--- src/rtl/regfile_sweep.sv ---
// ---------------------------------------------------------------------------
// regfile_sweep
//
// Parametrised MIPS-style general register file with a hardware clear-sweep
// engine. Register 0 is hardwired to zero. Reads are purely combinational on
// NUM_RD independent ports. Writes land on the rising clock edge while the
// sweep engine is idle. A one-cycle clear_start pulse launches a sweep. The
// sweep zeroes registers 1..DEPTH-1, one per cycle, and then pulses done.
//
// Configuration macro:
//   REGF_BYPASS_EN  - when defined, a write in flight (we=1, engine idle,
//                     wa!=0) is forwarded combinationally to any read port
//                     whose address matches wa. When undefined, reads return
//                     the stored value until the clock edge.
//
// Parameters:
//   DATA_WIDTH  register width in bits
//   ADDR_WIDTH  register address width (>= 2); DEPTH = 2**ADDR_WIDTH
//   NUM_RD      number of combinational read ports (1..4)
//
// Ports:
//   clk          clock, all state updates on the rising edge
//   reset        asynchronous active-high reset: clears every register,
//                returns the engine to idle
//   we/wa/wd     write enable / address / data
//   ra           flattened read addresses, port k at [k*ADDR_WIDTH +: ADDR_WIDTH]
//   rd           flattened read data, port k at [k*DATA_WIDTH +: DATA_WIDTH]
//   clear_start  one-cycle request to begin a clear sweep
//   busy         high while the sweep engine is active (SWEEP or DONE)
//   done         one-cycle pulse on the cycle after the last register clears
// ---------------------------------------------------------------------------
module regfile_sweep #(
    parameter int DATA_WIDTH = 32,
    parameter int ADDR_WIDTH = 5,
    parameter int NUM_RD     = 2
) (
    input  logic                         clk,
    input  logic                         reset,
    input  logic                         we,
    input  logic [ADDR_WIDTH-1:0]        wa,
    input  logic [DATA_WIDTH-1:0]        wd,
    input  logic [NUM_RD*ADDR_WIDTH-1:0] ra,
    output logic [NUM_RD*DATA_WIDTH-1:0] rd,
    input  logic                         clear_start,
    output logic                         busy,
    output logic                         done
);

    localparam int DEPTH = 2 ** ADDR_WIDTH;

    localparam logic [ADDR_WIDTH-1:0] ADDR_ZERO = {ADDR_WIDTH{1'b0}};
    localparam logic [ADDR_WIDTH-1:0] ADDR_ONE  = {{(ADDR_WIDTH-1){1'b0}}, 1'b1};
    // All-ones address equals DEPTH-1, the last register the sweep clears.
    localparam logic [ADDR_WIDTH-1:0] ADDR_LAST = {ADDR_WIDTH{1'b1}};
    localparam logic [DATA_WIDTH-1:0] DATA_ZERO = {DATA_WIDTH{1'b0}};

    typedef enum logic [1:0] {
        ST_IDLE  = 2'b00,
        ST_SWEEP = 2'b01,
        ST_DONE  = 2'b10
    } state_t;

    state_t                 state_r;
    state_t                 state_s;
    logic [ADDR_WIDTH-1:0]  cnt_r;
    logic [ADDR_WIDTH-1:0]  cnt_s;
    logic                   busy_r;
    logic                   busy_s;
    logic                   done_r;
    logic                   done_s;
    logic                   wr_en_s;
    logic                   clr_en_s;

    // Entry 0 exists only to keep indexing simple. Nothing ever writes it,
    // and the read muxes mask it to zero.
    logic [DATA_WIDTH-1:0]  mem_r [DEPTH];

    // Sweep FSM state, sweep counter and registered status outputs.
    always_ff @(posedge clk or posedge reset) begin
        if (reset) begin
            state_r <= ST_IDLE;
            cnt_r   <= ADDR_ONE;
            busy_r  <= 1'b0;
            done_r  <= 1'b0;
        end else begin
            state_r <= state_s;
            cnt_r   <= cnt_s;
            busy_r  <= busy_s;
            done_r  <= done_s;
        end
    end

    // Next-state and next-counter logic for the sweep engine.
    always_comb begin
        state_s = state_r;
        cnt_s   = cnt_r;
        case (state_r)
            ST_IDLE: begin
                cnt_s = ADDR_ONE;
                if (clear_start) begin
                    state_s = ST_SWEEP;
                end else begin
                    state_s = ST_IDLE;
                end
            end
            ST_SWEEP: begin
                // The terminal compare is on DEPTH-1, so the counter never
                // wraps onto register 0.
                if (cnt_r == ADDR_LAST) begin
                    state_s = ST_DONE;
                    cnt_s   = ADDR_ONE;
                end else begin
                    state_s = ST_SWEEP;
                    cnt_s   = cnt_r + ADDR_ONE;
                end
            end
            ST_DONE: begin
                state_s = ST_IDLE;
                cnt_s   = ADDR_ONE;
            end
            default: begin
                state_s = ST_IDLE;
                cnt_s   = ADDR_ONE;
            end
        endcase
    end

    // Output and datapath-enable decode. Status outputs are computed from
    // the next state so the registered copies track the state register.
    always_comb begin
        busy_s   = (state_s != ST_IDLE);
        done_s   = (state_s == ST_DONE);
        // External writes are dropped outright while the engine is busy.
        wr_en_s  = we && (state_r == ST_IDLE) && (wa != ADDR_ZERO);
        clr_en_s = (state_r == ST_SWEEP);
    end

    assign busy = busy_r;
    assign done = done_r;

    // Register storage: async clear on reset, otherwise a write or a sweep
    // clear. The two cannot coincide because writes happen only in IDLE.
    always_ff @(posedge clk or posedge reset) begin
        if (reset) begin
            for (int i = 0; i < DEPTH; i++) begin
                mem_r[i] <= DATA_ZERO;
            end
        end else begin
            if (wr_en_s) begin
                mem_r[wa] <= wd;
            end
            if (clr_en_s) begin
                mem_r[cnt_r] <= DATA_ZERO;
            end
        end
    end

    // Combinational read ports.
    for (genvar k = 0; k < NUM_RD; k++) begin : g_rd
        logic [ADDR_WIDTH-1:0] addr_s;
        logic [DATA_WIDTH-1:0] data_s;

        assign addr_s = ra[k*ADDR_WIDTH +: ADDR_WIDTH];

        // Read mux for this port. Register 0 is forced to zero; the optional
        // forwarding path returns the in-flight write data.
        always_comb begin
            if (addr_s == ADDR_ZERO) begin
                data_s = DATA_ZERO;
`ifdef REGF_BYPASS_EN
            end else if (wr_en_s && (wa == addr_s)) begin
                data_s = wd;
`endif
            end else begin
                data_s = mem_r[addr_s];
            end
        end

        assign rd[k*DATA_WIDTH +: DATA_WIDTH] = data_s;
    end

endmodule
--- config.mk ---
export PLATFORM = sky130hd
export DESIGN_NAME = regfile_sweep
export DESIGN_NICKNAME = d
export VERILOG_FILES = /design/src/rtl/regfile_sweep.sv
export SDC_FILE = /design/constraint.sdc
export NUM_CORES = 2
export LEC_CHECK = 0
export CAP_MARGIN = 20
export CORE_AREA = 2 2 383 385
export DETAILED_ROUTE_END_ITERATION = 10
export DIE_AREA = 0 0 385 387
export GPL_ROUTABILITY_DRIVEN = 0
export GPL_TIMING_DRIVEN = 0
export HOLD_SLACK_MARGIN = 0.05
export PLACE_DENSITY = 0.6
export SYNTH_ARGS = -nofsm -noshare
export SYNTH_HDL_FRONTEND = slang
export SYNTH_SLANG_ARGS = --single-unit
--- constraint.sdc ---
create_clock -name clk -period 55.8 [get_ports clk]
set_input_delay 16.74 -clock clk [delete_from_list [all_inputs] [get_ports clk]]
set_output_delay 16.74 -clock clk [all_outputs]
set_load 0.05 [all_outputs]
==> impl_metrics.yaml <==
timing:
  max-slew-margin-rel_pct: 4.192
  max_freq_mhz: 25.72
  rsz0062_at_grt: "false"
  fin_setup_tns_ns: 0
  tightestPinTransition_ns: 1.427
  finalHoldViolations: 0
  slew_violations: 0
  fin_skew_ns: 0.03843
  setup_violations: 0
  fin_crit_sh_pct: 69.68
  holdWs_ns: 0.5003
  layout_min_cycle_time_ns: 38.88
setup_path:
  critPathMaxFanout: 10
  setup.worst_path.start: "ra[0]"
  regToRegStartpoint: "state_r[0]"
  start_kind: "input port"
  cp-end-kind: "output pin"
  regToRegSetupSlack_ns: 52.31
  cp.arrival_ns: 22.14
  cp.required_ns: 39.06
  path_class: "in2out"
finish:
  final_util_pct: 45.41
  fillCellCount: 13728
  most-common-layout-cells: "2,030 x nand2_1, 1,032 x dfrtp_1, 990 x a21oi_1"
  final_common_cell: "nand2_1"
  stdcell_count: 8245
  final_net_count: 6274
  layout-drive-gt1-share_pct: 15.52
  syn_to_final_growth_pct: 14.45
floorplanning:
  ioPinCount: 117
  dieArea_sq_um: 149000
  core.rowCount: 140
  initial_utilization_pct: 39.68
  core_sq_um: 144900
  die_x_microns: 385
  die_h_microns: 387
synth:
  ys_ff_latch: 1033
  synth_edf_count: 0
  synth_area_per_cell_sq_um: 9.681
  netlist_area_sq_um: 57480
  ys_types: 48
  yosysWarnings: 0
  synth_top_flop_cell: "dfrtp_1"
  synth_fp_nets: 5993
  synth-async-reset-ratio_pct: 100.0
  ys_seq_area_share_pct: 44.98
  syn-instance-count: 5937
drt:
  vias: 52342
  drt_iter0_markers: 8063
  first_pass_iters: 10
  highest_layer: "met5"
  drc_errors: 0
  wl_met1_microns: 92770
  vias_per_cell: 6.348
  wl_met3_microns: 37440
  wl_met2_microns: 108500
  finalWirelength_microns: 260600
  ant_nets: 0
  post_drt_wl_per_cell_microns: 31.61
worst_hold_path:
  min_from: "cnt_r[0]"
  hp-class: "reg2reg"
cts:
  holdBufCountCts: 0
  cts_tree: "done"
  clk_pin_slew_worst_paths_ns: 0.06
  ctsHtreeMaxLevel: 3
  cts_max_path_buffers: 3
  clock-sinks: 1033
  cts-resized-gates: 0
  cts_root_buf: "clkbuf_16"
  post_cts_buffers: 0
  clkLatencyLatePin_ns: 0.76
  numCtsBuffers: 116
grt:
  antenna_found_initial: 15
  grt_start_max_net_pins: 122
  first_global_vias: 50557
  grt_pass1_wl_microns: 366100
  grt_overflow: 0
  grt_usage_pct: 34.42
pwr:
  p_clk_share_pct: 38.6
  p_leak_nw: 26.68
  p_seq_share_pct: 41.9
  p_int_w: 0.001434
  power.share.combinational_pct: 19.5
  ir_drop_uv: 30.95
  cellPowerDensity_nw_per_um2: 32.13
  switchingPower_w: 0.0006799
  switching_share_pct: 32.17
placement:
  dpl.hpwl_microns: 199200
  dpl.cell_count: 7994
  buffer_ports.inserted: 108
run_status:
  status: "finished clean"
flow_run:
  cap_violations: 0
==> critical path, stage by stage <==
cell and delay, ns:
clkbuf_1 0.31, inv_1 0.32, buf_2 0.40, buf_1 0.68, buf_8 0.26, clkbuf_1 0.78, o2111ai_1 0.47, a311oi_1 1.16
clkdlybuf4s50_1 0.99
==> cells by family after synthesis <==
| group | synth area share [%] |
|---|---|
| AND/OR/NAND/NOR | 16.00 |
| AO/OA/AOI/OAI | 13.21 |
| flip-flops | 44.98 |
| multiplexers | 21.05 |
| buffers and inverters | 4.619 |
| adder cells (fa/ha/maj) | 0.1088 |
| XOR/XNOR | 0.03048 |
==> metrics by stage <==
step                      instance area (sq um)  power [W]  setup slack (ns)
final                                     65780   0.002114             16.92
after global routing                      65760   0.002161             17.20
after CTS                                 65550   0.002087             17.35
after detailed placement                  61590   0.001285             17.37
after global placement                    60960   0.001271            -3.523
after floorplan                           57480   0.001121             9.990
==> worst paths after layout <==
| check | cells past startpoint | endpoint |
|---|---|---|
| worst max-delay path | 9 | rd[15] |
| worst min-delay path | 1 | cnt_r[0] |
| worst max register to register | 6 | mem_r[459] |
| worst min register to register | 1 | cnt_r[0] |
| max in group asynchronous | 5 | mem_r[187] |
| min in group asynchronous | 2 | busy |
==> synthesized netlist by cell type, drive strengths merged (6+ instances only) <==
master / count / area share [%]
a211oi: 64 / 0.84
a21oi: 992 / 8.7
a221oi: 44 / 0.67
a22oi: 64 / 0.84
a311oi: 64 / 0.98
and2: 35 / 0.38
and3: 9 / 0.098
buf: 215 / 2.0
clkbuf: 397 / 2.6
dfrtp: 1032 / 45
inv: 7 / 0.046
mux2: 64 / 1.3
mux2i: 129 / 2.2
mux4: 448 / 18
nand2: 2030 / 13
nand3: 28 / 0.24
nand3b: 6 / 0.078
nor2: 44 / 0.29
nor2b: 69 / 0.75
nor3: 21 / 0.24
o2111ai: 20 / 0.30
o21ai: 108 / 0.94
==> flip-flops by register name, indices dropped and copies added, names as in the netlist <==
signal	count
mem_r	1024
busy	1
done	1
state_r	2
cnt_r	5
==> per-layer routing <==
metal  up-vias  global-route usage (%)
met1     25982                   42.60
met2      3867                   48.28
met3      1040                   14.59
li1      21435                       -
met4        18                   23.95
met5         -                 0.03249
==> power by group through the flow <==
stage | sequential (W) | combinational (W) | clock, W
2_1_floorplan | 0.000871 | 0.000250 | 0
3_3_place_gp | 0.000890 | 0.000381 | 0
3_5_place_dp | 0.000892 | 0.000393 | 0
4_1_cts | 0.000880 | 0.000394 | 0.000814
5_1_grt | 0.000890 | 0.000428 | 0.000844
6_report | 0.000885 | 0.000413 | 0.000816
==> cell type report <==
| class | instances | area, sq um | share of cell area [%] |
|---|---|---|---|
| Antenna cell | 12 | 30.03 | 0.04565 |
| Timing Repair Buffer | 163 | 1898 | 2.885 |
| Multi-Input combinational cell | 4285 | 28980 | 44.05 |
| Buffer | 612 | 2635 | 4.006 |
| Clock buffer | 169 | 3385 | 5.145 |
| Inverter | 7 | 33.78 | 0.05136 |
| Tap cell | 1917 | 2399 | 3.646 |
| Clock inverter | 47 | 573.1 | 0.8711 |
| Sequential cell | 1033 | 25850 | 39.30 |
(Power assumes the default switching activity.)
